File: config.mk
export PLATFORM = sky130hd
export DESIGN_NAME = edge_event_arbiter
export DESIGN_NICKNAME = d
export VERILOG_FILES = /design/src/rtl/edge_event_arbiter_pkg.sv /design/src/rtl/edge_sync_detect.sv /design/src/rtl/edge_event_arbiter.sv
export SDC_FILE = /design/constraint.sdc
export NUM_CORES = 1
export LEC_CHECK = 0
export CORE_ASPECT_RATIO = 0.7
export CORE_MARGIN = 2
export CORE_UTILIZATION = 40
export DETAILED_ROUTE_END_ITERATION = 6
export PLACE_DENSITY = 0.64
export SYNTH_ARGS = -nofsm -noshare
export SYNTH_HDL_FRONTEND = slang
export SYNTH_SLANG_ARGS = --single-unit
File: constraint.sdc
create_clock -name clk -period 2.86 [get_ports clk]
set_clock_uncertainty 0.05 [all_clocks]
set_input_delay 0.572 -clock clk [delete_from_list [all_inputs] [get_ports clk]]
set_output_delay 0.572 -clock clk [all_outputs]
set_load 0.05 [all_outputs]
File: src/rtl/edge_event_arbiter_pkg.sv
// Shared constants and FSM encoding for the edge event arbiter.
package edge_event_arbiter_pkg;

    localparam int WARMUP_CYCLES = 3;
    localparam int SYNC_STAGES   = 2;

    typedef enum logic {
        ST_EMPTY = 1'b0,
        ST_FULL  = 1'b1
    } state_t;

endpackage

File: src/rtl/edge_sync_detect.sv
// Per-channel synchroniser with rising/falling edge pulse detection.
module edge_sync_detect
    import edge_event_arbiter_pkg::*;
(
    input  logic clk,
    input  logic rst_n,
    input  logic in_s,
    output logic rise_p,
    output logic fall_p
);

    logic [SYNC_STAGES-1:0] sync_q;
    logic                   s3;
    logic                   s2;

    assign s2 = sync_q[SYNC_STAGES-1];

    always_ff @(posedge clk or negedge rst_n) begin
        if (!rst_n) begin
            sync_q <= '0;
            s3     <= 1'b0;
        end else begin
            sync_q <= {sync_q[SYNC_STAGES-2:0], in_s};
            s3     <= s2;
        end
    end

    assign rise_p = s2 & ~s3;
    assign fall_p = ~s2 & s3;

endmodule

File: src/rtl/edge_event_arbiter.sv
// Edge-event collector: pending/overflow tracking, round-robin pick, one event port.
module edge_event_arbiter
    import edge_event_arbiter_pkg::*;
#(
    parameter int N_CH = 4,
    parameter int CH_W = 2
) (
    input  logic            clk,
    input  logic            rst_n,
    input  logic [N_CH-1:0] in_s,
    input  logic [N_CH-1:0] ch_en,
    output logic            evt_valid,
    input  logic            evt_ready,
    output logic [CH_W-1:0] evt_ch,
    output logic            evt_rise,
    output logic            evt_fall,
    output logic [N_CH-1:0] ovf,
    input  logic [N_CH-1:0] ovf_clr
);

    logic [N_CH-1:0] rise_p;
    logic [N_CH-1:0] fall_p;
    logic [N_CH-1:0] rise_v;
    logic [N_CH-1:0] fall_v;
    logic [N_CH-1:0] rp;
    logic [N_CH-1:0] fp;
    logic [N_CH-1:0] pend;
    logic [N_CH-1:0] clr;
    logic [1:0]      wu;
    logic            armed;
    logic            load;
    logic            found;
    logic [CH_W-1:0] ptr;
    logic [CH_W-1:0] win;
    int              idx;
    state_t          state;

    for (genvar i = 0; i < N_CH; i++) begin : g_ch
        edge_sync_detect u_sync (
            .clk    (clk),
            .rst_n  (rst_n),
            .in_s   (in_s[i]),
            .rise_p (rise_p[i]),
            .fall_p (fall_p[i])
        );
    end

    // Masks the bogus edge seen when an input is already high at reset release.
    assign armed = (wu == 2'(WARMUP_CYCLES));

    always_ff @(posedge clk or negedge rst_n) begin
        if (!rst_n) begin
            wu <= '0;
        end else if (!armed) begin
            wu <= wu + 2'd1;
        end
    end

    assign rise_v = rise_p & ch_en & {N_CH{armed}};
    assign fall_v = fall_p & ch_en & {N_CH{armed}};
    assign pend   = rp | fp;
    assign load   = (|pend) && ((state == ST_EMPTY) || evt_ready);

    always_comb begin
        win   = ptr;
        found = 1'b0;
        idx   = 0;
        for (int k = 1; k <= N_CH; k++) begin
            idx = (int'(ptr) + k) % N_CH;
            if (!found && pend[idx[CH_W-1:0]]) begin
                found = 1'b1;
                win   = CH_W'(idx);
            end
        end
    end

    assign clr = load ? (N_CH'(1) << win) : '0;

    always_ff @(posedge clk or negedge rst_n) begin
        if (!rst_n) begin
            rp  <= '0;
            fp  <= '0;
            ovf <= '0;
        end else begin
            rp  <= ch_en & (rise_v | (rp & ~clr));
            fp  <= ch_en & (fall_v | (fp & ~clr));
            ovf <= (ovf & ~ovf_clr)
                 | (rise_v & rp & ~clr)
                 | (fall_v & fp & ~clr);
        end
    end

    always_ff @(posedge clk or negedge rst_n) begin
        if (!rst_n) begin
            state     <= ST_EMPTY;
            evt_valid <= 1'b0;
            evt_ch    <= '0;
            evt_rise  <= 1'b0;
            evt_fall  <= 1'b0;
            ptr       <= CH_W'(N_CH - 1);
        end else begin
            unique case (state)
                ST_EMPTY: begin
                    if (load) begin
                        state     <= ST_FULL;
                        evt_valid <= 1'b1;
                        evt_ch    <= win;
                        evt_rise  <= rp[win];
                        evt_fall  <= fp[win];
                        ptr       <= win;
                    end
                end
                ST_FULL: begin
                    if (load) begin
                        evt_ch   <= win;
                        evt_rise <= rp[win];
                        evt_fall <= fp[win];
                        ptr      <= win;
                    end else if (evt_ready) begin
                        state     <= ST_EMPTY;
                        evt_valid <= 1'b0;
                    end
                end
                default: state <= ST_EMPTY;
            endcase
        end
    end

endmodule

; Yosys cells after proc, flatten, opt, wreduce, memory -nomap -nowiden
; Index checks and enable logic that the tools add are counted.
[word_totals]
ff_bits = 34
inputBits = 15
output_inout_bits = 9
word_cells = 111
[op_classes]
add_sub_neg = 5
magnitude_cmp = 5
n_eq_ne = 4
n_shift = 1
muxes = 31
n_bitwise = 37
n_reduce_logical = 10
[ops]
columns = operator, count
row1 = $and A4 B4 Y4, 13
row2 = $or A4 B4 Y4, 5
row3 = $mux W1, 17
row4 = $lt A2 B3 Y1 const B, 5
row5 = $bmux W1 S2, 6
row6 = $mux W2, 5
row7 = $not A1 Y1, 9
row8 = $and A1 B1 Y1, 8
row9 = $not A4 Y4, 2
row10 = $add A2 B1 Y2 const B, 3
row11 = $ne A2 B2 Y1 const B, 3
row12 = $add A2 B2 Y2 const B, 2
row13 = $logic_and A1 B1 Y1, 4
row14 = $mux W4, 1
row15 = $pmux W1 S2, 2
row16 = $reduce_or A4 Y1, 1
row17 = $shl A1 B2 Y4 const A, 1
row18 = $logic_not A1 Y1, 3
row19 = $reduce_and A3 Y1, 1
row20 = $eq A2 B2 Y1 const B, 1
row21 = $logic_or A1 B1 Y1, 1

; Depth between registers and ports, before layout
; Gate-level depths: netlist of run 1.
[depth]
word_depth = 19
mapped_depth = 7
mapped_depth_nobuf = 5

; Modules after synthesis
; A second synthesis of run 1 with hierarchy kept.
[hier_totals]
cells_unflattened = 140
hier_area_um2 = 1544.0
[by_module_without_submodules]
columns = module, n_inst, cells_per_inst, area_per_inst_um2, seq_area_each_um2
row1 = edge_event_arbiter, 1, 120, 1183.6, 553.0
row2 = edge_sync_detect, 4, 5, 90.1, 75.1

; Worst setup path before layout of run 1
; OpenSTA, ideal clock, no wires.
[synth_timing]
path_type = reg-to-reg
startpoint = reg ptr[1]
endpoint = reg evt_rise
setup_time_ns = 0.138
t_arrival_ns = 1.600
required_time_ns = 2.672
setup_slack_ns = 1.072
path_stages_with_launch = 7
path_buffers = 2
synth_period_minus_slack_ns = 1.788
cell_sequence = dfstp_2 clkbuf_1 nor4_1 or3_1 buf_6 a22oi_2 o221ai_2
[synth_between]
elab_chain_cells = 16
word_cells_on_any_way = 28
classes_between = add/sub: 4 / mux: 18 / reduce/logical: 6
[synth_lines]
columns = element, line
row1 = start: declaration, edge_event_arbiter.sv:33  ; logic [CH_W-1:0] ptr;
row2 = start signal: assignment, edge_event_arbiter.sv:100  ; ptr <= CH_W'(N_CH - 1);
row3 = start signal: assignment, edge_event_arbiter.sv:110  ; ptr <= win;
row4 = start signal: assignment, edge_event_arbiter.sv:118  ; ptr <= win;
row5 = $add A2 B1 Y2, edge_event_arbiter.sv:69  ; idx = (int'(ptr) + k) % N_CH;
row6 = $bmux W1 S2, edge_event_arbiter.sv:70  ; if (!found && pend[idx[CH_W-1:0]]) begin
row7 = $mux W1 (not written as such), edge_event_arbiter.sv:70
row8 = $mux W1, edge_event_arbiter.sv:70
row9 = $logic_not A1 Y1, edge_event_arbiter.sv:70
row10 = $logic_and A1 B1 Y1, edge_event_arbiter.sv:70
row11 = $mux W1, edge_event_arbiter.sv:70
row12 = $logic_not A1 Y1, edge_event_arbiter.sv:70
row13 = $logic_and A1 B1 Y1, edge_event_arbiter.sv:70
row14 = $mux W1, edge_event_arbiter.sv:70
row15 = $logic_not A1 Y1, edge_event_arbiter.sv:70
row16 = $logic_and A1 B1 Y1, edge_event_arbiter.sv:70
row17 = $mux W2 (*), edge_event_arbiter.sv:70
row18 = $bmux W1 S2 (*), "edge_event_arbiter.sv:108, edge_event_arbiter.sv:116"
row19 = $mux W1 (not written as such) (*), "edge_event_arbiter.sv:108, edge_event_arbiter.sv:116"
row20 = $mux W1 (*), "edge_event_arbiter.sv:104, edge_event_arbiter.sv:114"
row21 = end signal: assignment, edge_event_arbiter.sv:108  ; evt_rise <= rp[win];
row22 = end signal: assignment, edge_event_arbiter.sv:116  ; evt_rise <= rp[win];
row23 = end: declaration, edge_event_arbiter.sv:15  ; output logic evt_rise,
; Mark *: on every way between the ends. The rest lies on a longest branch, timed or not. The select of a mux whose other input is x is not followed.
; A chain may end at the register's enable or synchronous reset.

; Worst setup path after layout of run 1
[layout_timing]
startpoint = reg evt_valid
endpoint = out evt_valid
[layout_rtl]
columns = element, line
row1 = start: declaration, edge_event_arbiter.sv:12  ; output logic evt_valid,
row2 = start signal: assignment, edge_event_arbiter.sv:96  ; evt_valid <= 1'b0;
row3 = start signal: assignment, edge_event_arbiter.sv:106  ; evt_valid <= 1'b1;
row4 = start signal: assignment, edge_event_arbiter.sv:121  ; evt_valid <= 1'b0;
; No word-level cell between the ends.

==> results of run 1 <==
[worst paths after layout]
path	startpoint	to	slack, ps	cells after the start
max reg2reg	ptr[1]	evt_rise	840	5
max	evt_valid	evt_valid	780	1
min in group asynchronous	rst_n	wu[1]	640	2
min reg2reg	g_ch[2].u_sync.sync_q[0]	g_ch[2].u_sync.sync_q[1]	300	0
min	g_ch[2].u_sync.sync_q[0]	g_ch[2].u_sync.sync_q[1]	300	0
max in group asynchronous	rst_n	ptr[1]	1790	2
[registers in the layout, summed over array words and instances, names as in the netlist]
register            count
evt_fall                1
g_ch.u_sync.s3          4
state                   1
evt_rise                1
g_ch.u_sync.sync_q      8
evt_ch                  2
ptr                     2
wu                      2
fp                      4
evt_valid               1
rp                      4
ovf                     4
[cell families after synthesis]
kind of cell    count (synthesis)
xor+xnor                        1
mux                             1
fa+ha+maj                       2
compound gates                 58
simple gates                   45
buf+inv                        11
flops                          34
[area by class of cell]
class                      count  share of cell area, %
clock buffer                   7                   4.30
clock inverter                 1                  0.249
inverter                       6                   1.12
multi-input combinational    107                   36.3
sequential                    34                   42.5
tap                           52                   3.24
timing repair buffer          25                   12.2
[through the flow]
stage / std cells / util, % / setup WS (ps) / total power [uW] / hold WS, ps
after global routing: 232 / 51.2 / 736 / 1770 / 310
after global placement: 224 / 48.8 / 676 / 1300 / 284
after CTS: 232 / 51.2 / 768 / 1680 / 300
after detailed placement: 224 / 48.8 / 587 / 1310 / 285
final: 232 / 51.2 / 781 / 1670 / 298
after floorplan: 152 / - / 1070 / 1110 / 226
[routing by layer]
layer	GRT usage (%)	up-vias	part of all wire, %
met5	0	-	0
met4	5.08	0	1.2
met3	5.22	5	6.4
met2	25.7	33	46
met1	23.9	638	46
li1	-	613	-
[placed cells by master, fill, tap and decap left out, drive strengths merged, types with 2 or more instances in the layout]
cell type	synthesis	layout
o21ai	17	17
inv	6	6
nor2b	8	8
nor4	3	3
dfrtp	32	32
nand2	16	16
buf	2	2
o211ai	3	3
o2111ai	4	4
a22o	4	4
a32oi	2	2
or2	3	3
a21oi	5	5
nand3	4	4
clkdlybuf4s50	0	23
clkbuf	3	7
o221ai	2	2
a2bb2oi	2	2
a22oi	4	4
a21boi	10	10
nor2	5	5
dfstp	2	2
[power by group through the flow]
stage / Combinational [uW] / Sequential [uW] / Clock (uW)
after floorplan: 349 / 764 / 0
after global placement: 633 / 662 / 0
after detailed placement: 641 / 670 / 0
after CTS: 644 / 661 / 375
after global routing: 691 / 676 / 402
final: 643 / 663 / 364
==> impl_metrics.ini, run 1 <==
[status]
status = complete, no violations

[critical_path]
crit_buf_inv = 1
path_max_fanout = 3
criticalPathCategory = register to output pin
cp_cell_sequence = clkdlybuf4s50_1
critical_path.top_delay_family = buffers and inverters
crit_arrival_ps = 1460
end_kind = output pin
cpMaxStageDelayCell = clkdlybuf4s50_1
required_ps = 2240
cpPeakStageDelay_ps = 810
start_kind = register

[synthesis]
async_flop_share_pct = 100
synth_area_sq_um = 1640
synth_top_area_cell = dfrtp_1
synth-edff-count = 0
synth_top_family_by_area = compound AO/OA/AOI/OAI gates
synth_flop_cell = dfrtp_1
synth_compound_area_share_pct = 26.0
synthTopCellsByCount = dfrtp_1 (32), nand2_1 (16), o21ai_0 (14), nor2b_1 (8)
synth_most_common_cell = dfrtp_1
seq_area_frac_synth_pct = 52.1
synthAdderAreaFrac_pct = 1.38
synthTopCellsByArea = dfrtp_1 (49%), o21ai_0 (4.3%), nand2_1 (3.7%)
synth.distinct_cells = 47
synthCells = 152
yosysWarnings = 0
syn-num-nets = 168
synth-xor-area-share_pct = 0.535
synth-simple-area-share_pct = 16.0
synthMuxAreaShare_pct = 0.688
ys_ff_latch = 34
syn_avg_cell_area_sq_um = 10.8
netlist.area_leader.share_pct = 48.9

[clock_tree]
hold_buffers = 0
clkTransAtPathRegs_ps = 70
clk_latency_ps = 280
cts.htree.levels = 2
post-cts-setup-buffer-count = 0
cts_tree = done
cts_made_buffers = 5
clock_path_buffers = 2
clock_sinks = 34
root_buffer = clkbuf_8
cts_resized = 0

[power_and_ir_drop]
comb_power_share_pct = 38.5
leakagePower_uw = 0.000807
power.share.clock_pct = 21.8
internal-power_uw = 1010
peakVddDrop_mv = 0.417
netSwitchingFraction_pct = 39.5
seq_power_share_pct = 39.7
power.density_nw_per_um2 = 832
p_switching_uw = 659

[finish]
multi_input_area_sq_um = 729
area_delta_synth_final_pct = 22.6
fillers = 343
stdcell_area_sq_um = 2010
drive_gt1_share_pct = 12.8
nets = 195
diodes = 0
regArea_sq_um = 853

[routing]
drt-total-wl_mm = 3.50
first_iter_violations = 150
vias_per_cell = 5.56
wl_per_cell_um = 15.1
antenna_left = 0
drc = 0
drt-pass1-iter-count = 4
vias = 1289

[die]
io-pin-count = 24
fp.dieH_um = 57.5
core_sq_um = 3920
die_w_um = 80.5
start_util_pct = 41.7
die_area_sq_um = 4630
rows = 19

[job]
cap_violations = 0

[timing]
maxSlewHeadroom_pct = 66.3
hold_viol = 0
tightestPinTransition_ps = 506
setup_violations = 0
grt_setup_unrepaired = no
fmax_ghz = 0.481
slew_viol_final = 0
final.setup.tns_ps = 0
min_period_over_period_pct = 72.7
min_period_ps = 2080

[global_route]
antenna_found_initial = 0
grt_pass1_wl_mm = 5.89
grt_max_degree = 35
grt-ovfl-total = 0
grt_util_all_layers_pct = 17.1
grt_pass1_vias = 1203

[place]
place_hpwl_mm = 2.57
gp_congestion = 0.881
io_buffers = 23
dpl_cell_area_sq_um = 1920

[worst_hold_path]
hold_path_class = register to register
Note: power is estimated with default switching activity, not from simulation.
==> run 2, diff against run 1 <==
==> constraint.sdc (replaced) <==
create_clock -name clk -period 1.99 [get_ports clk]
set_clock_uncertainty 0.05 [all_clocks]
set_input_delay 0.398 -clock clk [delete_from_list [all_inputs] [get_ports clk]]
set_output_delay 0.398 -clock clk [all_outputs]
set_load 0.05 [all_outputs]
==> run 2 against run 1 <==
Count of clock-buffer cells in the layout down 1. Die area unchanged. Via count increased by 3.7%. Utilization rose by 2.4 points. Total power rose by 55%. Worst setup slack worse by 680 ps. Wire length up 2.9%. Hold slack improved by 0.61 ps. Sequential power increased by 38%. Global-route usage increased by 1.4 points. Cell count up 3.4%. Critical endpoint is now ovf[0].
==> impl_metrics.ini, run 2 (synthesis results as in run 1) <==
[global_route]
grt_pass1_wl_mm = 6.33
grt_max_degree = 35
grt-ovfl-total = 0
grt_pass1_vias = 1269
antenna_found_initial = 0
grt_util_all_layers_pct = 18.5

[critical_path]
r2r_slack_ps = 120
path_max_fanout = 2
cpPeakStageDelay_ps = 810
crit_buf_inv = 1
r2r_end = fp[2]
startpoint = ovf[0]
path_depth = 1
endpoint = ovf[0]
r2r_cells = 5
end_kind = output pin
cp_cell_sequence = clkdlybuf4s50_1
required_ps = 1540
cpMaxStageDelayCell = clkdlybuf4s50_1
crit_arrival_ps = 1440
critical_path.top_delay_family = buffers and inverters
criticalPathCategory = register to output pin
start_kind = register
r2r-start = rp[1]

[routing]
wl_per_cell_um = 15.0
first_iter_violations = 125
drc = 0
vias_per_cell = 5.57
drt-pass1-iter-count = 4
antenna_left = 0
drt-total-wl_mm = 3.60
vias = 1337

[finish]
stdcell_area_sq_um = 2100
largest_reg_flops = 8
mostFrequentLayoutCells = dfrtp_1 (32), clkdlybuf4s50_1 (21), nand2_1 (16), o21ai_0 (14), buf_4 (13)
area_delta_synth_final_pct = 28.4
regMostFlops = g_ch.u_sync.sync_q
drive_gt1_share_pct = 19.1
fillers = 344
nets = 204
final_common_cell = dfrtp_1
diodes = 0
final_cells = 240

[die]
core_sq_um = 3920
fp.dieH_um = 57.5
rows = 19
start_util_pct = 41.7
die_area_sq_um = 4630
io-pin-count = 24
die_w_um = 80.5

[place]
place_hpwl_mm = 2.68
gp_congestion = 0.927
io_buffers = 23
dpl_worst_slack_ps = -22.2
dp_cells = 233
dpl_cell_area_sq_um = 1980

[timing]
setup_violations = 0
min_period_ps = 1890
maxSlewHeadroom_pct = 66.1
tightestPinTransition_ps = 508
fmax_ghz = 0.529
hold_viol = 0
min_period_over_period_pct = 95.0
slew_viol_final = 0
setup_slack_ps = 98.5

[clock_tree]
hold_buffers = 0
clkTransAtPathRegs_ps = 60
cts_tree = done
cts_made_buffers = 5
cts_resized = 0
root_buffer = clkbuf_8
cts.htree.levels = 2
clk_latency_ps = 290
clock_path_buffers = 2
post-cts-setup-buffer-count = 0
clock_sinks = 34

[power_and_ir_drop]
leakagePower_uw = 0.000862
power.density_nw_per_um2 = 1230
peakVddDrop_mv = 0.704
p_total_uw = 2580

[job]
cap_violations = 0

[status]
status = complete, no violations

[worst_hold_path]
hold_path_class = register to register
run 2: routing by layer:
layer / GRT usage, % / up-vias / wire (um)
met4: 8.72 / 0 / 93
met5: 0 / - / 0
met2: 26.5 / 53 / 1600
met1: 24.4 / 641 / 1560
met3: 7.75 / 10 / 346
li1: - / 633 / -
run 2: worst reg2reg max path, delay by kind of cell, from the launching register on:
kind | cells | cell delay (ps)
AOI/OAI and AO/OA | 4 | 840
and+or+nand+nor | 1 | 370
DFF | 1 | 500
run 2: layout make-up:
cell class                 count  area, sq um  share of cell area [%]
clock buffer                   6         82.6                    3.93
clock inverter                 1         30.0                    1.43
inverter                       6         22.5                    1.07
multi-input combinational    107          739                    35.2
sequential                    34          853                    40.6
tap                           52         65.1                    3.10
timing repair buffer          34          308                    14.7
run 2: report_power, final:
group | total, uW | switching, uW | internal (uW) | leakage [uW]
clock | 643 | 243 | 400 | 0.0000573
sequential | 916 | 103 | 813 | 0.000410
combinational | 1020 | 616 | 405 | 0.000395
total | 2580 | 962 | 1620 | 0.000862
run 2: worst min path at each step:
stage | endpoint | slack (ps) | cells after the start | startpoint
after floorplan | evt_ch[0] | 50 | 0 | rst_n
after global placement | g_ch[0].u_sync.sync_q[1] | 280 | 0 | g_ch[0].u_sync.sync_q[0]
after detailed placement | g_ch[3].u_sync.sync_q[1] | 290 | 0 | g_ch[3].u_sync.sync_q[0]
after CTS | g_ch[2].u_sync.sync_q[1] | 300 | 0 | g_ch[2].u_sync.sync_q[0]
after global routing | g_ch[0].u_sync.sync_q[1] | 310 | 0 | g_ch[0].u_sync.sync_q[0]
final | g_ch[2].u_sync.sync_q[1] | 300 | 0 | g_ch[2].u_sync.sync_q[0]
run 2: per-stage QoR:
stage | hold slack (ps) | TNS [ps] | util [%]
floorplan | 52.4 | 0 | -
global placement | 284 | 0 | 50.4
detailed placement | 286 | -22.2 | 50.4
CTS | 302 | 0 | 53.3
global route | 310 | -38.7 | 53.6
finish | 299 | 0 | 53.6
==> run 3, diff against run 2 <==
--- a/config.mk
+++ b/config.mk
@@ -7,9 +7,9 @@
 export LEC_CHECK = 0
 export CORE_ASPECT_RATIO = 0.7
 export CORE_MARGIN = 2
-export CORE_UTILIZATION = 40
+export CORE_UTILIZATION = 35
 export DETAILED_ROUTE_END_ITERATION = 6
-export PLACE_DENSITY = 0.64
+export PLACE_DENSITY = 0.58
 export SYNTH_ARGS = -nofsm -noshare
 export SYNTH_HDL_FRONTEND = slang
 export SYNTH_SLANG_ARGS = --single-unit
==> run 3 against run 2 <==
Via count increased by 0.90%. Clock power down 26%. Cell area is 0.77% lower. Sequential share of layout area grew 0.32 points. Critical path depth is the same. Total power down 5.6%. Critical path type unchanged. Critical endpoint is now ovf[1].
==> impl_metrics.ini, run 3 (synthesis results as in run 1) <==
[finish]
diodes = 0
multi_input_area_sq_um = 738
fillers = 406
mostFrequentLayoutCells = dfrtp_1 (32), clkdlybuf4s50_1 (21), nand2_1 (16), buf_4 (15), o21ai_0 (14)
drive_gt1_share_pct = 20.0
largest_reg_flops = 8
regMostFlops = g_ch.u_sync.sync_q
nets = 206
final_common_cell = dfrtp_1
final_util_pct = 47.1
area_delta_synth_final_pct = 27.4
regArea_sq_um = 853

[critical_path]
start_kind = register
critical_path.top_delay_family = buffers and inverters
path_max_fanout = 2
cp_cell_sequence = clkdlybuf4s50_1
criticalPathCategory = register to output pin
crit_arrival_ps = 1440
cpPeakStageDelay_ps = 800
end_kind = output pin
cpMaxStageDelayCell = clkdlybuf4s50_1
crit_buf_inv = 1
required_ps = 1540

[die]
core_sq_um = 4430
fp.dieH_um = 61.2
io-pin-count = 24
rows = 20
die_area_sq_um = 5250
die_w_um = 85.7
start_util_pct = 36.9

[clock_tree]
cts.htree.levels = 2
hold_buffers = 0
clk_latency_ps = 280
root_buffer = clkbuf_8
cts_tree = done
clock_path_buffers = 2
post-cts-setup-buffer-count = 0
clkTransAtPathRegs_ps = 70
clock_sinks = 34
cts_made_buffers = 5
cts_resized = 0

[place]
dpl_worst_slack_ps = 18.2
place_hpwl_mm = 2.70
gp_congestion = 0.938
io_buffers = 23

[job]
cap_violations = 0

[routing]
vias = 1349
wl_per_cell_um = 14.5
drt-pass1-iter-count = 4
drt-total-wl_mm = 3.55
drc = 0
first_iter_violations = 64
vias_per_cell = 5.51
antenna_left = 0

[timing]
min_period_over_period_pct = 94.9
setup_violations = 0
setup_slack_ps = 101
tightestPinTransition_ps = 523
maxSlewHeadroom_pct = 65.1
whs_ps = 299
min_period_ps = 1890
hold_viol = 0
fmax_ghz = 0.529
slew_viol_final = 0

[power_and_ir_drop]
leakagePower_uw = 0.000857
peakVddDrop_mv = 0.445
p_total_uw = 2430
power.density_nw_per_um2 = 1170

[global_route]
grt_util_all_layers_pct = 15.8
antenna_found_initial = 0
grt_max_degree = 35
grt_pass1_vias = 1341
grt-ovfl-total = 0
grt_pass1_wl_mm = 6.20

[status]
status = complete, no violations

[worst_hold_path]
hold_path_class = register to register
## run 3: cell count changes in the layout (fill, tap and decap cells not counted), sizes merged
| cell | delta |
|---|---|
| buf | +2 |
| clkbuf | -1 |
| clkinv | +2 |
| bufinv | -1 |
## run 3: power breakdown
group / switching (uW) / internal [uW] / leakage, uW
clock: 239 / 234 / 0.0000438
combinational: 617 / 428 / 0.000404
sequential: 103 / 813 / 0.000410
## run 3: area by class of cell
cell class              instances  share of cell area [%]
well taps                      55                    3.30
clock inverters                 2                   0.480
multi-input cells             107                    35.4
repair buffers                 36                    15.5
flip-flops and latches         34                    40.9
inverters                       6                    1.08
clock buffers                   5                    3.30
## run 3: final timing paths
| check | from | to | slack [ps] | cells after the start |
|---|---|---|---|---|
| max | ovf[1] | ovf[1] | 100 | 1 |
| min | g_ch[2].u_sync.sync_q[0] | g_ch[2].u_sync.sync_q[1] | 300 | 0 |
| max reg2reg | ptr[0] | ovf[1] | 120 | 6 |
| min reg2reg | g_ch[2].u_sync.sync_q[0] | g_ch[2].u_sync.sync_q[1] | 300 | 0 |
| max in group asynchronous | rst_n | ptr[1] | 1100 | 2 |
| min in group asynchronous | rst_n | ovf[0] | 460 | 2 |
## run 3: per-layer routing
layer | global-route usage [%] | share of wire (%)
met1 | 20.4 | 46
met2 | 25.2 | 45
met3 | 4.69 | 7.8
met4 | 7.26 | 1.9
met5 | 0 | 0
## run 3: metrics by stage
step	TNS, ps	cells	cell area [sq um]
3_5_place_dp	0	238	2000
5_1_grt	-7.33	245	2080
3_3_place_gp	0	238	2000
4_1_cts	0	245	2080
6_report	0	245	2080
2_1_floorplan	0	152	1640
